===== src/rtl/crc_frame_ctrl_if.sv =====
// Stream-in / result-out handshake bundle for crc_frame_ctrl.
// slave = controller side, master = datapath side.
interface crc_frame_ctrl_if #(
  parameter int unsigned LEN_W = 16
) ();
  logic             s_valid;
  logic             s_ready;
  logic [7:0]       s_data;
  logic             s_last;
  logic             m_valid;
  logic             m_ready;
  logic [7:0]       m_crc;
  logic [LEN_W-1:0] m_len;
  logic             m_ovf;
  logic             m_match;

  modport slave (
    input  s_valid, s_data, s_last, m_ready,
    output s_ready, m_valid, m_crc, m_len, m_ovf, m_match
  );

  modport master (
    output s_valid, s_data, s_last, m_ready,
    input  s_ready, m_valid, m_crc, m_len, m_ovf, m_match
  );
endinterface


===== src/rtl/crc_frame_ctrl.sv =====
// Frame sequencer for a 2-bit/cycle CRC-8 engine: init at frame start, LSB dibit first,
// settle CRC_LAT cycles, then report CRC and length. Optional macro CRC_CHECK_EN adds m_match.
module crc_frame_ctrl #(
  parameter int unsigned LEN_W     = 16,
  parameter int unsigned CRC_LAT   = 1,
  parameter logic [7:0]  CHECK_RES = 8'h00
) (
  input  logic            clk,
  input  logic            rst,
  crc_frame_ctrl_if.slave bus,
  output logic            crc_init,
  output logic            crc_en,
  output logic [1:0]      crc_din,
  input  logic [7:0]      crc_val,
  output logic            busy
);
  typedef enum logic [2:0] {
    ST_IDLE  = 3'd0,
    ST_SHIFT = 3'd1,
    ST_WAIT  = 3'd2,
    ST_DRAIN = 3'd3,
    ST_DONE  = 3'd4
  } state_t;

  localparam logic [2:0]       LAT_LAST = 3'(CRC_LAT - 1);
  localparam logic [LEN_W-1:0] LEN_ONE  = LEN_W'(1);

  state_t           state;
  state_t           state_nxt;
  logic [7:0]       byte_reg;
  logic             last_reg;
  logic [1:0]       dibit_cnt;
  logic [2:0]       lat_cnt;
  logic [LEN_W-1:0] len_cnt;
  logic             ovf;
  logic             ready;
  logic             accept;
  logic             capture;
  logic             match_nxt;
  logic             res_valid;
  logic [7:0]       res_crc;
  logic [LEN_W-1:0] res_len;
  logic             res_ovf;
  logic             res_match;

  // State register
  always_ff @(posedge clk) begin
    if (rst) begin
      state <= ST_IDLE;
    end else begin
      state <= state_nxt;
    end
  end

  // Next state plus engine and handshake strobes; reset holds the engine in init
  always_comb begin
    state_nxt = state;
    ready     = 1'b0;
    crc_init  = 1'b0;
    crc_en    = 1'b0;
    crc_din   = 2'b00;
    capture   = 1'b0;
    if (rst) begin
      state_nxt = ST_IDLE;
      crc_init  = 1'b1;
    end else begin
      case (state)
        ST_IDLE: begin
          ready = 1'b1;
          if (bus.s_valid) begin
            crc_init  = 1'b1;
            state_nxt = ST_SHIFT;
          end else begin
            state_nxt = ST_IDLE;
          end
        end
        ST_SHIFT: begin
          crc_en  = 1'b1;
          crc_din = byte_reg[{dibit_cnt, 1'b0} +: 2];
          if (dibit_cnt != 2'd3) begin
            state_nxt = ST_SHIFT;
          end else if (last_reg) begin
            state_nxt = ST_DRAIN;
          end else begin
            ready     = 1'b1;
            state_nxt = bus.s_valid ? ST_SHIFT : ST_WAIT;
          end
        end
        ST_WAIT: begin
          ready     = 1'b1;
          state_nxt = bus.s_valid ? ST_SHIFT : ST_WAIT;
        end
        ST_DRAIN: begin
          if (lat_cnt == LAT_LAST) begin
            capture   = 1'b1;
            state_nxt = ST_DONE;
          end else begin
            state_nxt = ST_DRAIN;
          end
        end
        ST_DONE: begin
          state_nxt = bus.m_ready ? ST_IDLE : ST_DONE;
        end
        default: begin
          state_nxt = ST_IDLE;
        end
      endcase
    end
  end

  assign accept      = bus.s_valid & ready;
  assign bus.s_ready = ready;
  assign busy        = ~rst & (state != ST_IDLE);

  // Byte/dibit/length/latency counters; first accept of a frame restarts length and overflow
  always_ff @(posedge clk) begin
    if (rst) begin
      byte_reg  <= 8'h00;
      last_reg  <= 1'b0;
      dibit_cnt <= 2'd0;
      lat_cnt   <= 3'd0;
      len_cnt   <= '0;
      ovf       <= 1'b0;
    end else begin
      if (accept) begin
        byte_reg  <= bus.s_data;
        last_reg  <= bus.s_last;
        dibit_cnt <= 2'd0;
        if (state == ST_IDLE) begin
          len_cnt <= LEN_ONE;
          ovf     <= 1'b0;
        end else if (&len_cnt) begin
          len_cnt <= len_cnt;
          ovf     <= 1'b1;
        end else begin
          len_cnt <= len_cnt + LEN_ONE;
          ovf     <= ovf;
        end
      end else begin
        dibit_cnt <= (state == ST_SHIFT) ? dibit_cnt + 2'd1 : dibit_cnt;
      end
      lat_cnt <= (state == ST_DRAIN) ? lat_cnt + 3'd1 : 3'd0;
    end
  end

`ifdef CRC_CHECK_EN
  assign match_nxt = (crc_val == CHECK_RES);
`else
  // Folds to constant 0; keeps the residue parameter referenced
  assign match_nxt = 1'b0 & (^CHECK_RES);
`endif

  // Result registers: captured on the last drain cycle, held until the handshake
  always_ff @(posedge clk) begin
    if (rst) begin
      res_valid <= 1'b0;
      res_crc   <= 8'h00;
      res_len   <= '0;
      res_ovf   <= 1'b0;
      res_match <= 1'b0;
    end else if (capture) begin
      res_valid <= 1'b1;
      res_crc   <= crc_val;
      res_len   <= len_cnt;
      res_ovf   <= ovf;
      res_match <= match_nxt;
    end else if ((state == ST_DONE) && bus.m_ready) begin
      res_valid <= 1'b0;
    end else begin
      res_valid <= res_valid;
    end
  end

  assign bus.m_valid = res_valid;
  assign bus.m_crc   = res_crc;
  assign bus.m_len   = res_len;
  assign bus.m_ovf   = res_ovf;
  assign bus.m_match = res_match;
endmodule


===== src/flat_wrapper.sv =====
// flat-port wrapper written by rule: the top's interface ports become plain ports
module crc_frame_ctrl_flat 
#(
  parameter int unsigned LEN_W     = 16,
  parameter int unsigned CRC_LAT   = 1,
  parameter logic [7:0]  CHECK_RES = 8'h00
)
  (clk, rst, crc_init, crc_en, crc_din, crc_val, busy, bus_s_valid, bus_s_data, bus_s_last, bus_m_ready, bus_s_ready, bus_m_valid, bus_m_crc, bus_m_len, bus_m_ovf, bus_m_match);
  crc_frame_ctrl_if #(.LEN_W(LEN_W)) bus_i ();
  input  logic clk;
  input  logic rst;
  output logic crc_init;
  output logic crc_en;
  output logic [1:0] crc_din;
  input  logic [7:0] crc_val;
  output logic busy;
  input wire logic [$bits(bus_i.s_valid)-1:0] bus_s_valid;
  input wire logic [$bits(bus_i.s_data)-1:0] bus_s_data;
  input wire logic [$bits(bus_i.s_last)-1:0] bus_s_last;
  input wire logic [$bits(bus_i.m_ready)-1:0] bus_m_ready;
  output wire logic [$bits(bus_i.s_ready)-1:0] bus_s_ready;
  output wire logic [$bits(bus_i.m_valid)-1:0] bus_m_valid;
  output wire logic [$bits(bus_i.m_crc)-1:0] bus_m_crc;
  output wire logic [$bits(bus_i.m_len)-1:0] bus_m_len;
  output wire logic [$bits(bus_i.m_ovf)-1:0] bus_m_ovf;
  output wire logic [$bits(bus_i.m_match)-1:0] bus_m_match;
  assign bus_i.s_valid = bus_s_valid;
  assign bus_i.s_data = bus_s_data;
  assign bus_i.s_last = bus_s_last;
  assign bus_i.m_ready = bus_m_ready;
  assign bus_s_ready = bus_i.s_ready;
  assign bus_m_valid = bus_i.m_valid;
  assign bus_m_crc = bus_i.m_crc;
  assign bus_m_len = bus_i.m_len;
  assign bus_m_ovf = bus_i.m_ovf;
  assign bus_m_match = bus_i.m_match;
  crc_frame_ctrl #(.LEN_W(LEN_W), .CRC_LAT(CRC_LAT), .CHECK_RES(CHECK_RES)) u_core (.clk(clk), .rst(rst), .bus(bus_i), .crc_init(crc_init), .crc_en(crc_en), .crc_din(crc_din), .crc_val(crc_val), .busy(busy));
endmodule

===== config.mk =====
export PLATFORM = sky130hd
export DESIGN_NAME = crc_frame_ctrl_flat
export DESIGN_NICKNAME = d
export VERILOG_FILES = /design/src/rtl/crc_frame_ctrl_if.sv /design/src/rtl/crc_frame_ctrl.sv /design/src/flat_wrapper.sv
export SDC_FILE = /design/constraint.sdc
export NUM_CORES = 1
export LEC_CHECK = 0
export CORE_ASPECT_RATIO = 2
export CORE_MARGIN = 3
export CORE_UTILIZATION = 45
export DETAILED_ROUTE_END_ITERATION = 8
export GPL_ROUTABILITY_DRIVEN = 0
export PLACE_DENSITY = 0.75
export SETUP_SLACK_MARGIN = 0.1
export SYNTH_ARGS = -nofsm -noshare
export SYNTH_HDL_FRONTEND = slang
export SYNTH_SLANG_ARGS = --single-unit

===== constraint.sdc =====
create_clock -name clk -period 2.3 [get_ports clk]
set_input_delay 0.345 -clock clk [delete_from_list [all_inputs] [get_ports clk]]
set_output_delay 0.345 -clock clk [all_outputs]
set_load 0.05 [all_outputs]

==> results by group, run 1 <==
Floorplanning
  – Initial core utilization: 0.4668
  – Core area: 5420 um^2
  – Row cnt: 38
  – Ports: 54
  – Die height: 112.0 um
  – Die width: 59.02 um
  – Die area: 6613 um^2

Timing
  – Final Hold Viols: 0
  – RSZ-0062 raised after global routing: yes
  – Post-route clock period utilization: 1.009
  – Setup violators final: 1
  – Setup Skew: just under 0.007 ns
  – Post-route minimum period: about 2.3 ns
  – Timing-limited maximum frequency: 0.4310 GHz
  – Setup ws final: -0.01999 ns
  – Sum of negative setup slack: -0.01999 ns
  – Slew HR: 0.5281
  – Tightest Pin Transition: between 0.7 and 0.8 ns
  – Final max-slew violation count: 0

Synthesis
  – Synth Instances: 283
  – Seq/Total Area, Yosys: 0.4748
  – Top FF cell, synth: dfxtp_1
  – EDFF count, synth: 0
  – Mapped Avg Cell Area: a little under 9 um^2
  – Syn_nets: around 310
  – Mapped cell area: 2530 um^2
  – Yosys warnings: 0
  – #FFs+latches synth: 60
  – Share of flip-flops with an asynchronous set or reset: 0
  – Distinct cells, synth: 49

Global routing
  – Vias in the first global route: between 2,000 and 2,500
  – All-Layer GR Usage: 0.2190
  – Initial antenna violation count: 0
  – Grt total ovfl: 0
  – Largest net degree at the start of global routing: 26
  – First-pass GRT wire length: 11.17 mm

Clocking
  – Clk slew on worst S/H paths: 0.06 ns
  – CTS tree: built
  – Deepest clock path buffer count: 2
  – CTS Buf Count: 9
  – H-tree depth: 3
  – Clock Sinks: 60
  – Clk root buf: clkbuf_8
  – Clock Latency Late Sink: 0.33 ns

Final layout
  – Register area: approximately 1200 um^2
  – Multi-input gate area: 1289 um^2
  – Fin nets: 385
  – Share of cells above drive strength 1: 0.2137
  – Fillers: ~430
  – Antenna fix cells: 0
  – P&R area growth vs syn: 44.31%

Route
  – DRC errors left: 0
  – DR WL/cell: 16.05 um
  – DRC marker count from the first detailed-route iteration: 122
  – Final WL: 6.822 mm
  – Via density: approximately 5.8
  – TritonRoute pass-1 iters: 5
  – Via count: 2,445
  – Post-DRT Antenna Nets: 0

Power and ir drop
  – Pleak: roughly 1.4 nW
  – Worst VDD drop: ~0.52 mV
  – Total power: 2.395 mW
  – Power Dens Cells: 655.9 nW/um^2

Worst setup path
  – Setup crit start kind: flop
  – Worst-path cell chain: ha_4, or3b_4, a2111oi_4, nor2_2, nor2_4, buf_12
  – CP max stage cell: or3b_4
  – Worst EP arrival: just under 2 ns
  – CP Capture Type: output port
  – Slowest cell delay on critical path: 0.39 ns
  – WP data required: between 1.5 and 2 ns
  – CP Max Fanout: 2
  – Critical path type: reg -> out

Placement
  – IO Port Bufs: 52
  – Post-DP HPWL: between 4 and 5 mm
  – Setup WS pre-CTS: -0.08262 ns

Outcome
  – Status: finished with violations
  – Failing checks: setup timing

Job
  – Max cap viols: 0

Worst hold path
  – Min-delay worst type: reg -> reg
cells in the final DEF, fill, tap and decap left out, drive strengths merged, types with 3 or more instances in the layout:
| cell | netlist | layout |
|---|---|---|
| a31oi | 6 | 6 |
| a21oi | 14 | 14 |
| a22o | 17 | 17 |
| nand3 | 15 | 15 |
| ha | 4 | 4 |
| nor3 | 6 | 6 |
| clkdlybuf4s50 | 0 | 46 |
| or4 | 3 | 3 |
| clkbuf | 9 | 12 |
| nand4 | 4 | 4 |
| or2 | 3 | 3 |
| buf | 8 | 37 |
| o31ai | 3 | 3 |
| nor2 | 36 | 36 |
| clkinv | 1 | 3 |
| inv | 6 | 6 |
| mux2i | 9 | 9 |
| dfxtp | 60 | 60 |
| nand2 | 32 | 32 |
| o21ai | 17 | 17 |
cell usage after synthesis, drive strengths merged (4+ instances only):
library cell / number / area [um^2]
nor2: 36 / 140.1
nor3: 6 / 35.03
o21ai: 17 / 85.08
nand2: 32 / 120.1
ha: 4 / 50.05
buf: 8 / 48.80
inv: 6 / 22.52
a21oi: 14 / 70.07
a31oi: 6 / 37.54
nand4: 4 / 25.02
a22o: 17 / 148.9
mux2i: 9 / 90.09
nand3: 15 / 75.07
dfxtp: 60 / 1201
clkbuf: 9 / 35.03
path summary, 6_finish.rpt:
kind | start | end | slack, ns | depth (start not counted)
max | u_core.dibit_cnt[0] | crc_init | -0.02 | 6
min | u_core.lat_cnt[0] | u_core.lat_cnt[0] | 0.44 | 1
max reg2reg | u_core.dibit_cnt[0] | u_core.len_cnt[3] | 0.06 | 8
min reg2reg | u_core.lat_cnt[0] | u_core.lat_cnt[0] | 0.44 | 1
repair_timing:
| action | in CTS | in global routing |
|---|---|---|
| pin swaps | 5 | 4 |
| buffers inserted | 4 | 2 |
| gates resized for setup | 9 | 10 |
| endpoints found under the setup margin | 6 | 31 |
| hold buffers | 0 | 0 |
routing by layer:
layer	routed length (um)	global-route usage	up-vias
li1	-	-	1169
met1	2580	0.2518	1154
met2	3601	0.3597	95
met3	357	0.04948	27
met4	283	0.1256	0
met5	0	0	-
cell type report:
class | count | share of cell area
flip-flops and latches | 60 | 0.3297
multi-input cells | 199 | 0.3530
clock inverters | 4 | 0.01919
well taps | 60 | 0.02056
repair buffers | 83 | 0.2248
clock buffers | 12 | 0.04524
inverters | 7 | 0.007539
logic make-up after synthesis:
family,count (synthesis),share of synthesized area
adders and majority gates,4,0.01978
and+or+nand+nor,114,0.2156
buffers and inverters,24,0.04352
xor gates and xnor gates,2,0.006925
AOI/OAI and AO/OA,67,0.1845
muxes,11,0.05341
other,1,0.001482
DFF,60,0.4748
report_power, final:
part	leakage (nW)	switching (mW)	internal [mW]	total, mW
clock	0.122	0.397	0.695	1.09
combinational	0.782	0.121	0.114	0.234
sequential	0.486	0.0116	1.06	1.07
worst max-delay path: cells and delay by family, from the launching register on:
kind	cells	cell delay, ns
fa+ha+maj	1	0.13
buf+inv	1	0.15
compound gates	1	0.38
simple gates	3	0.63
flops	1	0.35
per-stage QoR:
step           instances  utilization  hold slack, ns  instance area (um^2)
3_3_place_gp         403       0.6092          0.4293                  3302
4_1_cts              423       0.6664          0.4445                  3612
3_5_place_dp         403       0.6092          0.4370                  3302
5_1_grt              425       0.6736          0.4613                  3651
2_1_floorplan        283            -          0.4173                  2545
6_report             425       0.6736          0.4405                  3651
Power figures use the tool's default switching activity.
==> inputs of run 2 (changes only) <==
--- a/config.mk
+++ b/config.mk
@@ -10,7 +10,7 @@
 export CORE_UTILIZATION = 45
 export DETAILED_ROUTE_END_ITERATION = 8
 export GPL_ROUTABILITY_DRIVEN = 0
-export PLACE_DENSITY = 0.75
+export PLACE_DENSITY_LB_ADDON = 0.25
 export SETUP_SLACK_MARGIN = 0.1
 export SYNTH_ARGS = -nofsm -noshare
 export SYNTH_HDL_FRONTEND = slang
==> run 2 against run 1 <==
The run still ends with setup timing left. Sequential cell count stayed put. Register-to-register slack better by 0.07 ns. Wire length is 1.6% higher. Critical path type unchanged. Sequential share of layout area is 0.24 points higher. Core utilization is 0.48 points lower. Final cell count stayed put.
==> results by group, run 2 (synthesis results as in run 1) <==
Outcome
  – Status: finished with violations
  – Failing checks: setup timing

Worst setup path
  – CP Max Fanout: 2
  – Setup crit start kind: flop
  – CP Capture Type: output port
  – Crit path launch: u_core.dibit_cnt[0]
  – Worst EP arrival: approximately 2 ns
  – WP data required: 1.96 ns
  – Critical path type: reg -> out
  – RR Startpoint: u_core.dibit_cnt[0]

Floorplanning
  – Row cnt: 38
  – Ports: 54
  – Die width: 59.02 um
  – Core area: 5420 um^2
  – Die height: 112.0 um
  – Die area: 6613 um^2
  – Initial core utilization: 0.4668

Timing
  – Setup violators final: 1
  – Smallest hold slack: 0.4478 ns
  – Timing-limited maximum frequency: roughly 0.43 GHz
  – Post-route minimum period: ~2.3 ns
  – RSZ-0062 raised after global routing: yes
  – Tightest Pin Transition: 0.7156 ns
  – Final Hold Viols: 0
  – Setup ws final: -0.0006593 ns
  – Post-route clock period utilization: 1.000
  – Sum of negative setup slack: -0.0006593 ns
  – Setup Skew: about 0.011 ns
  – Final max-slew violation count: 0
  – Slew HR: 0.5224

Placement
  – IO Port Bufs: 52
  – Post-DP HPWL: 4.936 mm
  – DP Area: 3302 um^2

Final layout
  – Fin nets: roughly 390
  – Commonest non-fill, non-tap cell in the layout: dfxtp_1
  – Most frequent cells in the layout: 58 x dfxtp_1, 46 x clkdlybuf4s50_1, 32 x nand2_1, 30 x nor2_1, 30 x buf_4
  – Fillers: 464
  – Antenna fix cells: 0
  – Final Util: 0.6687
  – Register area: between 1000 and 1500 um^2
  – Multi-input gate area: roughly 1300 um^2
  – P&R area growth vs syn: 43.27%
  – Post-route cell area: around 3600 um^2
  – Share of cells above drive strength 1: 0.2110

Route
  – Final WL: 6.934 mm
  – DRC marker count from the first detailed-route iteration: 89
  – Via count: 2,378
  – Post-DRT Antenna Nets: 0
  – Via density: 5.595
  – DRC errors left: 0
  – DR WL/cell: 16.32 um
  – TritonRoute pass-1 iters: 4

Global routing
  – Largest net degree at the start of global routing: 23
  – Grt total ovfl: 0
  – Vias in the first global route: approximately 2,400
  – All-Layer GR Usage: 0.2243
  – First-pass GRT wire length: 11.19 mm
  – Initial antenna violation count: 0

Power and ir drop
  – Worst VDD drop: 0.5182 mV
  – Total power: around 2.3 mW
  – Pleak: between 1 and 1.5 nW
  – Power Dens Cells: 627.4 nW/um^2

Clocking
  – Clock Latency Late Sink: about 0.35 ns
  – H-tree depth: 3
  – Clk slew on worst S/H paths: about 0.070 ns
  – Clk root buf: clkbuf_8
  – CTS tree: built
  – Deepest clock path buffer count: 2
  – # hold bufs at CTS: 0
  – CTS Buf Count: 9
  – Clock Sinks: 60

Job
  – Max cap viols: 0

Worst hold path
  – Min-delay worst type: reg -> reg
  – Critical hold path startpoint: u_core.lat_cnt[0]
[run 2: cell types whose count changed in the layout (fill, tap and decap cells not counted), sizes merged]
cell / before / now
bufinv: 2 / 1
clkinvlp: 0 / 1
[run 2: final timing paths]
kind | endpoint | slack [ns] | cells past startpoint
hold reg to reg | u_core.lat_cnt[0] | 0.45 | 1
setup reg to reg | u_core.len_cnt[3] | 0.13 | 8
hold / removal | u_core.lat_cnt[0] | 0.45 | 1
setup / recovery | crc_init | -0.0007 | 6
[run 2: final cells by class]
class                   count  area share
inverters                   7    0.007594
multi-input cells         199      0.3583
clock buffers              12     0.04280
repair buffers             83      0.2254
well taps                  60     0.02071
flip-flops and latches     60      0.3321
clock inverters             4     0.01312
[run 2: critical path, cell delays in order, from the launching register on]
cell and delay (ns):
dfxtp_2 0.35, ha_4 0.13, or3b_4 0.39, a2111oi_4 0.33
nor2_2 0.13, nor2_4 0.13, buf_12 0.14
[run 2: power breakdown]
part / leakage (nW) / internal (mW) / switching, mW / total (mW)
Combinational: 0.790 / 0.116 / 0.120 / 0.236
Clock: 0.102 / 0.556 / 0.414 / 0.970
Sequential: 0.486 / 1.06 / 0.0116 / 1.07
Total: 1.38 / 1.73 / 0.546 / 2.27
[run 2: timing repair]
item | in CTS | in global routing
setup endpoints to repair | 4 | 31
pin swaps | 3 | 5
resized for setup | 6 | 10
setup buffers | 2 | 4
[run 2: layer usage]
| metal | global-route usage | share of wire | up-vias |
|---|---|---|---|
| met5 | 0 | 0 | - |
| met4 | 0.1543 | 0.036 | 0 |
| met3 | 0.05293 | 0.047 | 24 |
| met2 | 0.3796 | 0.55 | 75 |
| met1 | 0.2329 | 0.37 | 1114 |
| li1 | - | - | 1165 |
[run 2: through the flow]
step	worst slack (ns)	cells
finish	-0.0006593	425
global route	-0.09437	425
CTS	-0.01784	421
detailed placement	-0.03344	403
global placement	0.02223	403
floorplan	-0.01252	283
==> inputs of run 3 (changes only) <==
--- a/config.mk
+++ b/config.mk
@@ -6,8 +6,9 @@
 export NUM_CORES = 1
 export LEC_CHECK = 0
 export CORE_ASPECT_RATIO = 2
-export CORE_MARGIN = 3
+export CORE_MARGIN = 2
 export CORE_UTILIZATION = 45
+export CTS_CLUSTER_DIAMETER = 200
 export DETAILED_ROUTE_END_ITERATION = 8
 export GPL_ROUTABILITY_DRIVEN = 0
 export PLACE_DENSITY_LB_ADDON = 0.25
==> run 3 against run 2 <==
The run still ends with setup timing left. Final cell count up 0.47%. Fmax down 1.7%. Hold slack better by 0.0023 ns. Clock power up 18%. Clock skew down 0.0025 ns. Clock-buffer cell count down 3. Critical path type unchanged.
==> results by group, run 3 (synthesis results as in run 1) <==
Outcome
  – Status: finished with violations
  – Failing checks: setup timing

Timing
  – Smallest hold slack: 0.4500 ns
  – RSZ-0062 raised after global routing: yes
  – Post-route clock period utilization: 1.018
  – Slew HR: 0.2138
  – Post-route minimum period: 2.341 ns
  – Setup ws final: -0.04090 ns
  – Final Hold Viols: 0
  – Sum of negative setup slack: -0.04090 ns
  – Final max-slew violation count: 0
  – Timing-limited maximum frequency: 0.4272 GHz
  – Tightest Pin Transition: 1.175 ns
  – Setup violators final: 1
  – Setup Skew: 0.008066 ns

Clocking
  – Clk root buf: clkbuf_8
  – CTS tree: built
  – # hold bufs at CTS: 0
  – Clk slew on worst S/H paths: 0.07 ns
  – Clock Latency Late Sink: 0.34 ns
  – H-tree depth: 3
  – Deepest clock path buffer count: 2
  – Clock Sinks: 60
  – CTS Buf Count: 9

Final layout
  – Share of cells above drive strength 1: 0.2044
  – Final Util: 0.6727
  – Most frequent cells in the layout: 58 x dfxtp_1, 46 x clkdlybuf4s50_1, 33 x nor2_1, 32 x nand2_1, 31 x buf_4
  – Fillers: between 400 and 500
  – Antenna fix cells: 0
  – Commonest non-fill, non-tap cell in the layout: dfxtp_1
  – P&R area growth vs syn: 44.11%
  – Post-route cell area: 3646 um^2
  – Fin nets: slightly below 400

Power and ir drop
  – Power Dens Cells: 669.5 nW/um^2
  – Worst VDD drop: between 0.6 and 0.7 mV
  – Total power: 2.441 mW
  – Pleak: approximately 1.4 nW

Global routing
  – Largest net degree at the start of global routing: 19
  – Gr busiest metal: met2
  – Vias in the first global route: 2,272
  – First-pass GRT wire length: 10.81 mm
  – Met1 Use GR: 0.2465
  – Met2 usage: 0.3924
  – Grt met3 use: 0.05134
  – Initial antenna violation count: 0
  – Grt total ovfl: 0
  – All-Layer GR Usage: 0.2232

Route
  – Post-DRT Antenna Nets: 0
  – DR WL/cell: approximately 16 um
  – TritonRoute pass-1 iters: 4
  – Via count: about 2,400
  – Via density: between 5 and 6
  – DRC errors left: 0
  – DRC marker count from the first detailed-route iteration: ~110
  – Final WL: 6.703 mm

Worst setup path
  – R2R Setup Slk: 0.08 ns
  – CP Max Fanout: 2
  – WP data required: about 2.0 ns
  – Setup crit start kind: flop
  – Worst EP arrival: 2.00 ns
  – Critical path type: reg -> out
  – CP Capture Type: output port

Floorplanning
  – Row cnt: 38
  – Initial core utilization: 0.4668
  – Core area: between 5000 and 6000 um^2
  – Die height: 110.0 um
  – Die area: 6274 um^2
  – Die width: 57.02 um
  – Ports: 54

Worst hold path
  – Min-delay worst type: reg -> reg

Placement
  – IO Port Bufs: between 50 and 60
  – Post-DP HPWL: about 4.8 mm
  – DP Area: around 3300 um^2

Job
  – Max cap viols: 0
[run 3: cell count changes in the layout (fill, tap and decap cells not counted), sizes merged]
cell / previous run / this run
bufinv: 1 / 3
clkinvlp: 1 / 2
buf: 37 / 39
clkbuf: 12 / 9
[run 3: metal layers]
| layer | share of wire | routed length (um) |
|---|---|---|
| met5 | 0 | 0 |
| met4 | 0.034 | 225 |
| met3 | 0.048 | 321 |
| met2 | 0.54 | 3608 |
| met1 | 0.38 | 2547 |
[run 3: cell type report]
type,instances,area [um^2],area share
Clock buffer,9,123.9,0.03397
Clock inverter,7,115.1,0.03157
Inverter,7,27.53,0.007550
Multi-Input combinational cell,199,1265,0.3469
Sequential cell,60,1204,0.3301
Tap cell,60,75.07,0.02059
Timing Repair Buffer,85,835.8,0.2292
[run 3: through the flow]
step	std cells	setup WS, ns
5_1_grt	427	-0.1045
6_report	427	-0.04090
2_1_floorplan	283	-0.01252
3_5_place_dp	404	-0.03216
4_1_cts	424	-0.03157
3_3_place_gp	404	0.04754
[run 3: report_power, final]
part           switching (mW)  internal (mW)  total (mW)
Sequential             0.0113           1.06        1.07
Clock                   0.421          0.715        1.14
Combinational           0.119          0.119       0.237
[run 3: repair_timing]
item / in CTS / in global routing
pin swaps: 3 / 4
buffers inserted: 4 / 3
gates resized for setup: 3 / 8
gates cloned: 0 / 0
endpoints found under the setup margin: 3 / 14
[run 3: final timing paths]
path	cells after the start	to	startpoint
hold reg to reg	1	u_core.lat_cnt[0]	u_core.lat_cnt[0]
setup reg to reg	8	u_core.len_cnt[4]	u_core.dibit_cnt[0]
setup / recovery	6	crc_init	u_core.dibit_cnt[0]
hold / removal	1	u_core.lat_cnt[0]	u_core.lat_cnt[0]
[run 3: critical path, cell delays in order (launching register included)]
cell and delay [ns]:
dfxtp_2 0.35, ha_4 0.14, or3b_4 0.39, a2111oi_4 0.37, nor2_2 0.12, nor2_4 0.13
buf_12 0.15
